<file path="src/rtl/mem_arbiter.sv">
// mem_arbiter: fetch/data round-robin arbiter in front of a single fixed-latency memory port.
// Latency: request sampled in IDLE -> ack MEM_LATENCY+1 cycles later; one transaction in flight.
// Backpressure: i_stall/d_stall stay high while a request is pending and not yet acked.
module mem_arbiter #(
   parameter int ADDRESS_SIZE = 32,
   parameter int MEM_LATENCY  = 5
) (
   input  logic                    clk,
   input  logic                    reset,
   input  logic                    i_req,
   input  logic [ADDRESS_SIZE-1:0] i_addr,
   output logic [ADDRESS_SIZE-1:0] i_rdata,
   output logic                    i_ack,
   output logic                    i_stall,
   input  logic                    d_req,
   input  logic                    d_we,
   input  logic [ADDRESS_SIZE-1:0] d_addr,
   input  logic [ADDRESS_SIZE-1:0] d_wdata,
   output logic [ADDRESS_SIZE-1:0] d_rdata,
   output logic                    d_ack,
   output logic                    d_stall,
   output logic                    mem_req,
   output logic                    mem_we,
   output logic [ADDRESS_SIZE-1:0] mem_addr,
   output logic [ADDRESS_SIZE-1:0] mem_wdata,
   input  logic [ADDRESS_SIZE-1:0] mem_rdata
);

   typedef enum logic [1:0] {
      IDLE = 2'd0,
      BUSY = 2'd1,
      RESP = 2'd2
   } state_t;

   typedef enum logic {
      OWN_I = 1'b0,
      OWN_D = 1'b1
   } owner_t;

   typedef struct packed {
      logic                    we;
      logic [ADDRESS_SIZE-1:0] addr;
      logic [ADDRESS_SIZE-1:0] wdata;
   } req_t;

   localparam logic [7:0] LAT_INIT = 8'(MEM_LATENCY);

   state_t                  state_q;
   state_t                  state_d;
   logic [7:0]              cnt_q;
   owner_t                  last_grant_q;
   owner_t                  owner_q;
   logic                    we_q;
   logic                    mem_req_q;
   req_t                    issue_q;
   logic [ADDRESS_SIZE-1:0] rdata_q;

   logic                    grant;
   owner_t                  grant_owner;
   req_t                    grant_req;
   logic                    last_busy;
   logic                    resp_i;
   logic                    resp_d;

   assign last_busy = (state_q == BUSY) && (cnt_q == 8'd1);

   always_comb begin
      state_d     = state_q;
      grant       = 1'b0;
      grant_owner = OWN_I;
      case (state_q)
         IDLE: begin
            if (i_req || d_req) begin
               grant   = 1'b1;
               state_d = BUSY;
               // on a tie the requester that did not win last time goes first
               if (i_req && d_req) begin
                  if (last_grant_q == OWN_I) grant_owner = OWN_D;
                  else                       grant_owner = OWN_I;
               end else if (d_req) begin
                  grant_owner = OWN_D;
               end
            end
         end
         BUSY: begin
            if (last_busy) state_d = RESP;
         end
         RESP: begin
            state_d = IDLE;
         end
         default: begin
            state_d = IDLE;
         end
      endcase
   end

   // instruction fetches are always reads with no write data
   always_comb begin
      grant_req = '0;
      if (grant_owner == OWN_D) begin
         grant_req.we    = d_we;
         grant_req.addr  = d_addr;
         grant_req.wdata = d_wdata;
      end else begin
         grant_req.addr  = i_addr;
      end
   end

   always_ff @(posedge clk) begin
      if (!reset) begin
         state_q      <= IDLE;
         cnt_q        <= 8'd0;
         last_grant_q <= OWN_I;
         owner_q      <= OWN_I;
         we_q         <= 1'b0;
         mem_req_q    <= 1'b0;
         issue_q      <= '0;
         rdata_q      <= '0;
      end else begin
         state_q   <= state_d;
         mem_req_q <= grant;
         issue_q   <= grant ? grant_req : '0;
         if (grant) begin
            owner_q      <= grant_owner;
            last_grant_q <= grant_owner;
            we_q         <= grant_req.we;
            cnt_q        <= LAT_INIT;
         end else if (state_q == BUSY) begin
            cnt_q <= cnt_q - 8'd1;
         end
         // a write has nothing to return, so its response word is forced to zero
         if (last_busy) begin
            rdata_q <= we_q ? '0 : mem_rdata;
         end
      end
   end

   assign resp_i = (state_q == RESP) && (owner_q == OWN_I);
   assign resp_d = (state_q == RESP) && (owner_q == OWN_D);

   assign i_ack   = resp_i;
   assign i_rdata = resp_i ? rdata_q : '0;
   assign i_stall = i_req & ~i_ack;

   assign d_ack   = resp_d;
   assign d_rdata = resp_d ? rdata_q : '0;
   assign d_stall = d_req & ~d_ack;

   assign mem_req   = mem_req_q;
   assign mem_we    = issue_q.we;
   assign mem_addr  = issue_q.addr;
   assign mem_wdata = issue_q.wdata;

endmodule

</file>
<file path="config.mk">
export PLATFORM = sky130hd
export DESIGN_NAME = mem_arbiter
export DESIGN_NICKNAME = d
export VERILOG_FILES = /design/src/rtl/mem_arbiter.sv
export SDC_FILE = /design/constraint.sdc
export NUM_CORES = 1
export LEC_CHECK = 0
export ABC_AREA = 1
export BUFFER_PORTS_ARGS = -buffer_cell sky130_fd_sc_hd__buf_2
export CAP_MARGIN = 20
export CELL_PAD_IN_SITES_DETAIL_PLACEMENT = 1
export CELL_PAD_IN_SITES_GLOBAL_PLACEMENT = 1
export CORE_MARGIN = 4
export CORE_UTILIZATION = 31
export CTS_CLUSTER_SIZE = 28
export DETAILED_ROUTE_END_ITERATION = 12
export PLACE_DENSITY_LB_ADDON = 0.1
export REMOVE_ABC_BUFFERS = 1
export SLEW_MARGIN = 30
export SYNTH_ARGS = -nofsm -noshare
export SYNTH_HDL_FRONTEND = slang
export SYNTH_SLANG_ARGS = --single-unit
</file>
<file path="constraint.sdc">
create_clock -name clk -period 3.8 [get_ports clk]
set_input_delay 0.19 -clock clk [delete_from_list [all_inputs] [get_ports clk]]
set_output_delay 0.19 -clock clk [all_outputs]
set_load 0.005 [all_outputs]
</file>
==> results.toml, run 1 <==
[sta]
max_freq_ghz = 0.439
finalCriticalPeriod_ps = 2280
finClkSkew_ps = 11.1
slew_viol_final = 0
relSlewSlack_pct = 45.2
rsz0062_at_grt = "no"
setup_tns_ps = 0
hold_viol = 0
finalCritPeriodShare_pct = 60.0
worstMarginPinSlew_ps = 817
setup_viol = 0

[route]
detail-route-antenna-nets = 0
num_vias = 5054
drt_iter0_drc = 180
drt_wl_total_mm = 16.9
routedWlPerCell_microns = 15.5
drt-pass1-iter-count = 4
vias_per_cell = 4.63
drcViolationCount = 0

[critical_path]
critPathArrivalTime_ps = 2550
path_depth = 5
crit_family = "simple AND/OR/NAND/NOR gates"
slowest_delay_ps = 650
worstPathRequired_ps = 4070
crit_slowest_cell = "nor2_4"
cp-end-kind = "flop"
r2r_cells = 5
cp_num_buf_inv = 1
cp-start-kind = "flop"
critPathMaxFanout = 35
critPathKind = "flop to flop"
worstPathCellList = "nor2_4, o21ai_1, inv_1, nand2_2, a21oi_1"

[clock_network]
cts.sinks = 110
hold_buffers = 0
insertion_delay_ps = 360
root_buffer = "clkbuf_16"
cts_tree = "done"
clockBufferDepth = 2
htree_levels = 3
cts_resized = 0
clk_pin_slew_ps = 80
postCtsSetupRepairBufs = 0
cts_buffers = 9

[yosys]
yosysTopAreaCell = "dfxtp_1"
synth_compound_area_share_pct = 7.47
post_synth.cell_area_avg_sq_um = 7.00
synthTopCellsByArea = "dfxtp_1, nor2_1, nand2_1, inv_1, a21oi_1"
synth-warning-count = 0
synth.distinct_cells = 26
seq_area_frac_synth_pct = 47.3
syn_inst = 665
ys_ff_latch = 110
synthXorXnorAreaFrac_pct = 0
syn_area_sq_um = 4650
synth_top_family_by_area = "simple AND/OR/NAND/NOR gates"
synth_top_cell_area_share_pct = 47.3
synthAdderAreaFrac_pct = 0.538
synth-simple-area-share_pct = 31.3
synthMuxAreaShare_pct = 0

[run]
maxCapViolCount = 0

[power]
vdd_drop_max_mv = 0.265
power_leakage_nw = 3.42
power_density_nw_per_um2 = 489

[global_route]
grt_first_pass_wirelength_mm = 26.0
grt_usage_pct = 19.5
grt_pass1_vias = 5209
antenna_found_initial = 3
grt_max_degree = 39
grt.overflow.total = 0

[die]
dieArea_sq_um = 17000
rows = 44
initial_utilization_pct = 31.8
pin_count = 267
dieWidth_microns = 131
design.core.area_sq_um = 14600
die_y_microns = 131

[run_status]
status = "complete, no violations"

[placed_design]
dp_hpwl_mm = 12.6
place_area_sq_um = 6000
numPortBuffers = 266
gp_congestion = 0.803

[hold_path]
hp-class = "primary input to flop"
holdPathStages = 3

[finish]
drive_gt1_share_pct = 33.0
num-nets-final = 1037
synthToLayoutAreaGrowth_pct = 35.4
fin_area_sq_um = 6300
nFillCells = 1939
-- flip-flops by register name (all words and copies together) (netlist names) --
signal / cells
mem_wdata: 32
state_q: 2
cnt_q: 8
mem_we: 1
rdata_q: 32
owner_q: 1
mem_addr: 32
we_q: 1
mem_req: 1
-- cell type report --
cell class                 instances  area (sq um)  area share (%)
multi-input combinational        417          1840            29.3
clock buffer                      12           267            4.23
inverter                          94           353            5.60
antenna                            1          2.50          0.0397
timing repair buffer             270          1370            21.7
sequential                       110          2200            34.9
tap                              184           230            3.65
clock inverter                     4          36.3           0.576
-- worst register-to-register path, cell delays in order (launching register included) --
cell	delay, ps
dfxtp_1	380
nor2_4	650
o21ai_1	270
inv_1	140
nand2_2	400
a21oi_1	350
-- per-layer routing --
metal / wire [microns] / global-route usage [%] / vias to the layer above
li1: - / - / 2515
met1: 6710 / 21.6 / 2319
met2: 8220 / 34.2 / 188
met3: 1590 / 8.17 / 28
met4: 343 / 5.93 / 4
met5: 21 / 0 / -
-- Yosys cell counts, drive strengths merged --
cell / n
o21ai: 6
o22ai: 1
nand4: 34
or2: 1
inv: 93
dfxtp: 110
nand3: 31
nand2: 117
clkbuf: 10
nor2: 161
ha: 2
buf: 34
a31oi: 1
a21oi: 61
nor3: 2
clkinv: 1
-- cells by family (layout without fill, tap and decap cells) --
kind of cell,count (synthesis),after routing
adders and majority gates,2,2
and+or+nand+nor,346,346
buffers and inverters,138,380
AOI/OAI and AO/OA,69,69
other,0,1
DFF,110,110
-- worst paths after layout --
check	start	endpoint	slack (ps)
worst min-delay path	d_wdata[29]	mem_wdata[29]	30
worst max register to register	state_q[1]	mem_addr[19]	1520
worst max-delay path	state_q[1]	mem_addr[19]	1520
worst min register to register	rdata_q[20]	rdata_q[20]	480
-- cell usage in the layout, fill, tap and decap left out, drive strengths merged --
master	instances
clkinv	2
o22ai	1
dfxtp	110
or2	1
nand2	117
o21ai	6
nor2	161
ha	2
nand3	31
nor3	2
clkbuf	12
a21oi	61
clkinvlp	1
diode	1
nand4	34
a31oi	1
buf	270
inv	95
-- where the power goes --
part,switching (mW),total [mW],internal (mW)
Clock,0.445,0.952,0.507
Combinational,0.515,0.780,0.265
Sequential,0.0642,1.35,1.29
Total,1.02,3.08,2.06
-- through the flow --
stage	total power [mW]	instances	util [%]	hold slack (ps)	worst slack (ps)
finish	3.08	1092	43.0	34.3	1520
global route	3.30	1092	43.0	22.8	1330
CTS	3.14	1091	43.0	18.6	1530
detailed placement	2.17	1075	41.0	412	1550
global placement	2.12	1074	40.8	402	1760
floorplan	1.82	621	-	302	1520
No activity file was read; power rests on OpenSTA's default activity.
==> run 2: changes to the inputs <==
Settings changed: CORE_UTILIZATION 31 to 29.
Clock period 3.8 ns to 2.13 ns, I/O delays scaled along.
==> run 2 against run 1 <==
Combinational power is 96% higher. Utilization grew 0.95 points. Worst hold slack got worse by 26 ps. Critical endpoint is now d_rdata[20]. Cell count is 8.7% higher. Final area is 10% higher. Largest cell class unchanged. Via count up 6.1%.
==> results.toml, run 2 (synthesized netlist as in run 1, its figures left out) <==
[run_status]
status = "complete, no violations"

[clock_network]
insertion_delay_ps = 350
cts_buffers = 9
cts.sinks = 110
root_buffer = "clkbuf_16"
clockBufferDepth = 2
cts_tree = "done"
cts_resized = 0
clk_pin_slew_ps = 80
htree_levels = 3

[critical_path]
cp_num_buf_inv = 3
cp-end-kind = "output port"
critPathMaxFanout = 33
slowest_delay_ps = 470
crit_slowest_cell = "dfxtp_1"
worstPathCellList = "inv_2, nor3_1, inv_2, nor2_1, buf_2"
cp-start-kind = "flop"
critPathKind = "flop to output port"
worstPathRequired_ps = 2020
crit_family = "buffers and inverters"
critPathArrivalTime_ps = 1820
cpMostUsedCell = "inv_2"

[global_route]
grt.overflow.total = 0
grtUsageMet3_pct = 6.18
grtUsageMet1_pct = 23.0
top_usage_layer = "met2"
antenna_found_initial = 1
grt_first_pass_wirelength_mm = 28.7
grt_usage_pct = 19.8
grt_max_degree = 52
grt_pass1_vias = 5608
met2_usage_pct = 34.0

[sta]
worstMarginPinSlew_ps = 604
hold-worst-slack_ps = 8.04
finClkSkew_ps = 9.48
worst_slack_ps = 206
finalCriticalPeriod_ps = 1920
setup_viol = 0
hold_viol = 0
relSlewSlack_pct = 59.7
rsz0062_at_grt = "no"
finalCritPeriodShare_pct = 90.3
max_freq_ghz = 0.520
slew_viol_final = 0

[placed_design]
place_ws_ps = 572
gp_congestion = 0.789
dp_hpwl_mm = 13.0
numPortBuffers = 266
place_inst = 1115

[finish]
drive_gt1_share_pct = 31.6
final_cell_mix = "buf_2, nor2_1, nand2_1"
final_common_cell = "buf_2"
num-nets-final = 1099
fin_cells = 1187
nFillCells = 2088
final_core_util_pct = 44.0
synthToLayoutAreaGrowth_pct = 49.6

[hold_path]
hp-class = "primary input to flop"

[die]
initial_utilization_pct = 29.4
dieArea_sq_um = 18100
rows = 46
pin_count = 267
dieWidth_microns = 135
design.core.area_sq_um = 15800
die_y_microns = 135

[route]
num_vias = 5363
routedWlPerCell_microns = 15.5
detail-route-antenna-nets = 0
drcViolationCount = 0
drt-pass1-iter-count = 4
drt_iter0_drc = 170
vias_per_cell = 4.52
drt_wl_total_mm = 18.4

[power]
p_sw_mw = 1.93
seq_power_share_pct = 42.0
comb_power_share_pct = 26.6
p_int_mw = 3.82
switching_share_pct = 33.6
power_leakage_nw = 3.69
p_total_mw = 5.75
power_density_nw_per_um2 = 825
vdd_drop_max_mv = 0.362
clkPwrFrac_pct = 31.5

[run]
maxCapViolCount = 0
-- run 2: cell count changes in the layout (fill, tap and decap cells not counted), sizes merged --
cell / delta
buf: +8
bufinv: +1
clkbuf: -3
diode: +1
dlygate4sd3: +54
inv: +2
-- run 2: per-layer routing --
layer  vias to the layer above  routed length [microns]
li1                       2647                        -
met1                      2483                     7270
met2                       198                     8950
met3                        35                     1640
met4                         0                      505
met5                         -                        0
-- run 2: power groups by stage --
stage                     registers (mW)  logic, mW  clock network (mW)
after floorplan                     2.45      0.794                   0
after global placement              2.45       1.40                   0
after detailed placement            2.46       1.45                   0
after CTS                           2.41       1.54                1.86
after global routing                2.44       1.73                1.95
final                               2.41       1.53                1.81
-- run 2: worst paths after layout --
kind,from,endpoint,slack (ps),cells after the start
setup reg to reg,state_q[0],rdata_q[8],640,6
hold / removal,i_addr[10],mem_addr[10],8,3
setup / recovery,state_q[1],d_rdata[20],210,5
hold reg to reg,rdata_q[23],rdata_q[23],490,2
-- run 2: tightest hold or removal path, cell delays in order --
cell and delay (ps):
buf_2 100, nand2_1 60, a21oi_1 50
-- run 2: repair_timing --
action / CTS / global route
setup buffers: 0 / 0
endpoints found under the setup margin: 0 / 0
hold endpoints to repair: 54 / 0
hold buffers: 54 / 0
-- run 2: through the flow --
stage                     cell area [sq um]  setup TNS [ps]
after floorplan                        4390           -1140
after global placement                 6100               0
after detailed placement               6100               0
after CTS                              6960               0
after global routing                   6960               0
final                                  6960               0
-- run 2: final cells by class --
type,instances,area (sq um),area share (%)
Inverter,94,353,5.07
Sequential cell,110,2200,31.6
Tap cell,216,270,3.88
Antenna cell,2,5.00,0.0719
Multi-Input combinational cell,417,1840,26.5
Timing Repair Buffer,332,1970,28.4
Clock inverter,7,91.3,1.31
Clock buffer,9,225,3.23
==> run 3: changes to the inputs <==
==> constraint.sdc (replaced) <==
create_clock -name clk -period 2.13 [get_ports clk]
set_input_delay 0.3195 -clock clk [delete_from_list [all_inputs] [get_ports clk]]
set_output_delay 0.3195 -clock clk [all_outputs]
set_load 0.005 [all_outputs]
==> run 3 against run 2 <==
Die area stayed put. Clock-buffer cell count stayed put. Clock power is 6% lower. Highest routed layer is now met5. Fmax is 0.74% higher. Critical endpoint is now i_rdata[8]. Via count is 4.7% lower. Critical path type unchanged. Critical path depth stayed put. Sequential power hardly changed. Largest power group unchanged. Global-route usage is 1.1 points lower. Combinational power is 7% lower. Sequential share of layout area is 2.7 points higher. Clock skew is 2.9 ps lower.
==> results.toml, run 3 (synthesized netlist as in run 1, its figures left out) <==
[run_status]
status = "complete, no violations"

[finish]
nFillCells = 2124
synthToLayoutAreaGrowth_pct = 37.8
num-nets-final = 1045
final_cell_mix = "buf_2, nor2_1, nand2_1"
drive_gt1_share_pct = 33.8
final_common_cell = "buf_2"
diodes = 0
final_core_util_pct = 40.5

[critical_path]
reg2reg_slack_ps = 490
critPathArrivalTime_ps = 1590
slowest_delay_ps = 410
cp-start-kind = "flop"
timing.rr.start = "state_q[0]"
r2r_cells = 6
critPathKind = "flop to output port"
critical_path.startpoint = "state_q[1]"
worstPathRequired_ps = 1810
worstPathCellList = "inv_2, nor3_2, inv_4, nor2_1, buf_2"
cp_num_buf_inv = 3
r2r_end = "rdata_q[20]"
crit_family = "buffers and inverters"
critPathMaxFanout = 33
crit_slowest_cell = "dfxtp_2"
cp-end-kind = "output port"

[die]
rows = 46
initial_utilization_pct = 29.4
dieWidth_microns = 135
pin_count = 267
dieArea_sq_um = 18100
design.core.area_sq_um = 15800
die_y_microns = 135

[clock_network]
cts.sinks = 110
clockBufferDepth = 2
root_buffer = "clkbuf_16"
clk_pin_slew_ps = 80
postCtsSetupRepairBufs = 0
cts_buffers = 9
cts_tree = "done"
htree_levels = 3
hold_buffers = 0
insertion_delay_ps = 350

[sta]
rsz0062_at_grt = "no"
setup_viol = 0
slew_viol_final = 0
finClkSkew_ps = 6.62
finalCriticalPeriod_ps = 1910
worstMarginPinSlew_ps = 547
hold_viol = 0
max_freq_ghz = 0.524
finalCritPeriodShare_pct = 89.7
hold-worst-slack_ps = 171
relSlewSlack_pct = 63.5

[global_route]
grt_max_degree = 53
grt.overflow.total = 0
antenna_found_initial = 4
grt_pass1_vias = 5377
grt_first_pass_wirelength_mm = 27.0
grt_usage_pct = 18.6

[hold_path]
hold_start = "d_wdata[4]"
holdPathStages = 3
hp-class = "primary input to flop"
hold-path-endpoint = "mem_wdata[4]"

[power]
power_density_nw_per_um2 = 863
power_leakage_nw = 3.46
vdd_drop_max_mv = 0.355
p_total_mw = 5.54

[route]
vias_per_cell = 4.52
detail-route-antenna-nets = 0
drcViolationCount = 0
routedWlPerCell_microns = 15.1
drt_wl_total_mm = 17.1
drt-pass1-iter-count = 4
drt_iter0_drc = 153
num_vias = 5109

[placed_design]
dp_hpwl_mm = 13.0
numPortBuffers = 266
gp_congestion = 0.782

[run]
maxCapViolCount = 0
[run 3: metrics by stage]
step | TNS, ps | cell area (sq um) | setup WS, ps | cells
2_1_floorplan | -1140 | 4390 | -155 | 621
3_3_place_gp | 0 | 6100 | 520 | 1115
3_5_place_dp | 0 | 6100 | 318 | 1115
4_1_cts | 0 | 6410 | 110 | 1131
5_1_grt | 0 | 6410 | 47.7 | 1131
6_report | 0 | 6410 | 220 | 1131
[run 3: area by class of cell]
| type | count | area, sq um | area share [%] |
|---|---|---|---|
| Clock buffer | 9 | 225 | 3.51 |
| Clock inverter | 7 | 72.6 | 1.13 |
| Multi-Input combinational cell | 417 | 1850 | 28.9 |
| Timing Repair Buffer | 278 | 1430 | 22.4 |
| Inverter | 94 | 358 | 5.58 |
| Sequential cell | 110 | 2200 | 34.3 |
| Tap cell | 216 | 270 | 4.21 |
[run 3: metal layers]
metal	vias to the layer above	track usage, %	wire (microns)
met5	-	0	57
li1	2532	-	-
met4	8	7.30	382
met3	31	7.79	1670
met2	174	31.9	8300
met1	2364	20.5	6670
[run 3: worst min-delay path, cell delays in order]
cell,delay (ps)
buf_2,90
inv_1,40
nor2_1,30
[run 3: worst max path at each step]
stage / depth (start not counted) / slack, ps / to
after CTS: 5 / 110 / d_rdata[16]
after global placement: 6 / 520 / cnt_q[5]
after detailed placement: 5 / 320 / d_rdata[16]
final: 5 / 220 / i_rdata[8]
after floorplan: 5 / -150 / rdata_q[13]
after global routing: 5 / 50 / d_rdata[0]
[run 3: repair_timing]
action	4_1_cts	5_1_grt
setup endpoints to repair	50	4
endpoints found under the hold margin	0	0
gates resized for setup	4	1
[run 3: power breakdown]
group / internal (mW) / switching (mW) / total (mW)
combinational: 0.499 / 0.928 / 1.43
clock: 0.835 / 0.864 / 1.70
sequential: 2.30 / 0.112 / 2.41
total: 3.63 / 1.90 / 5.54
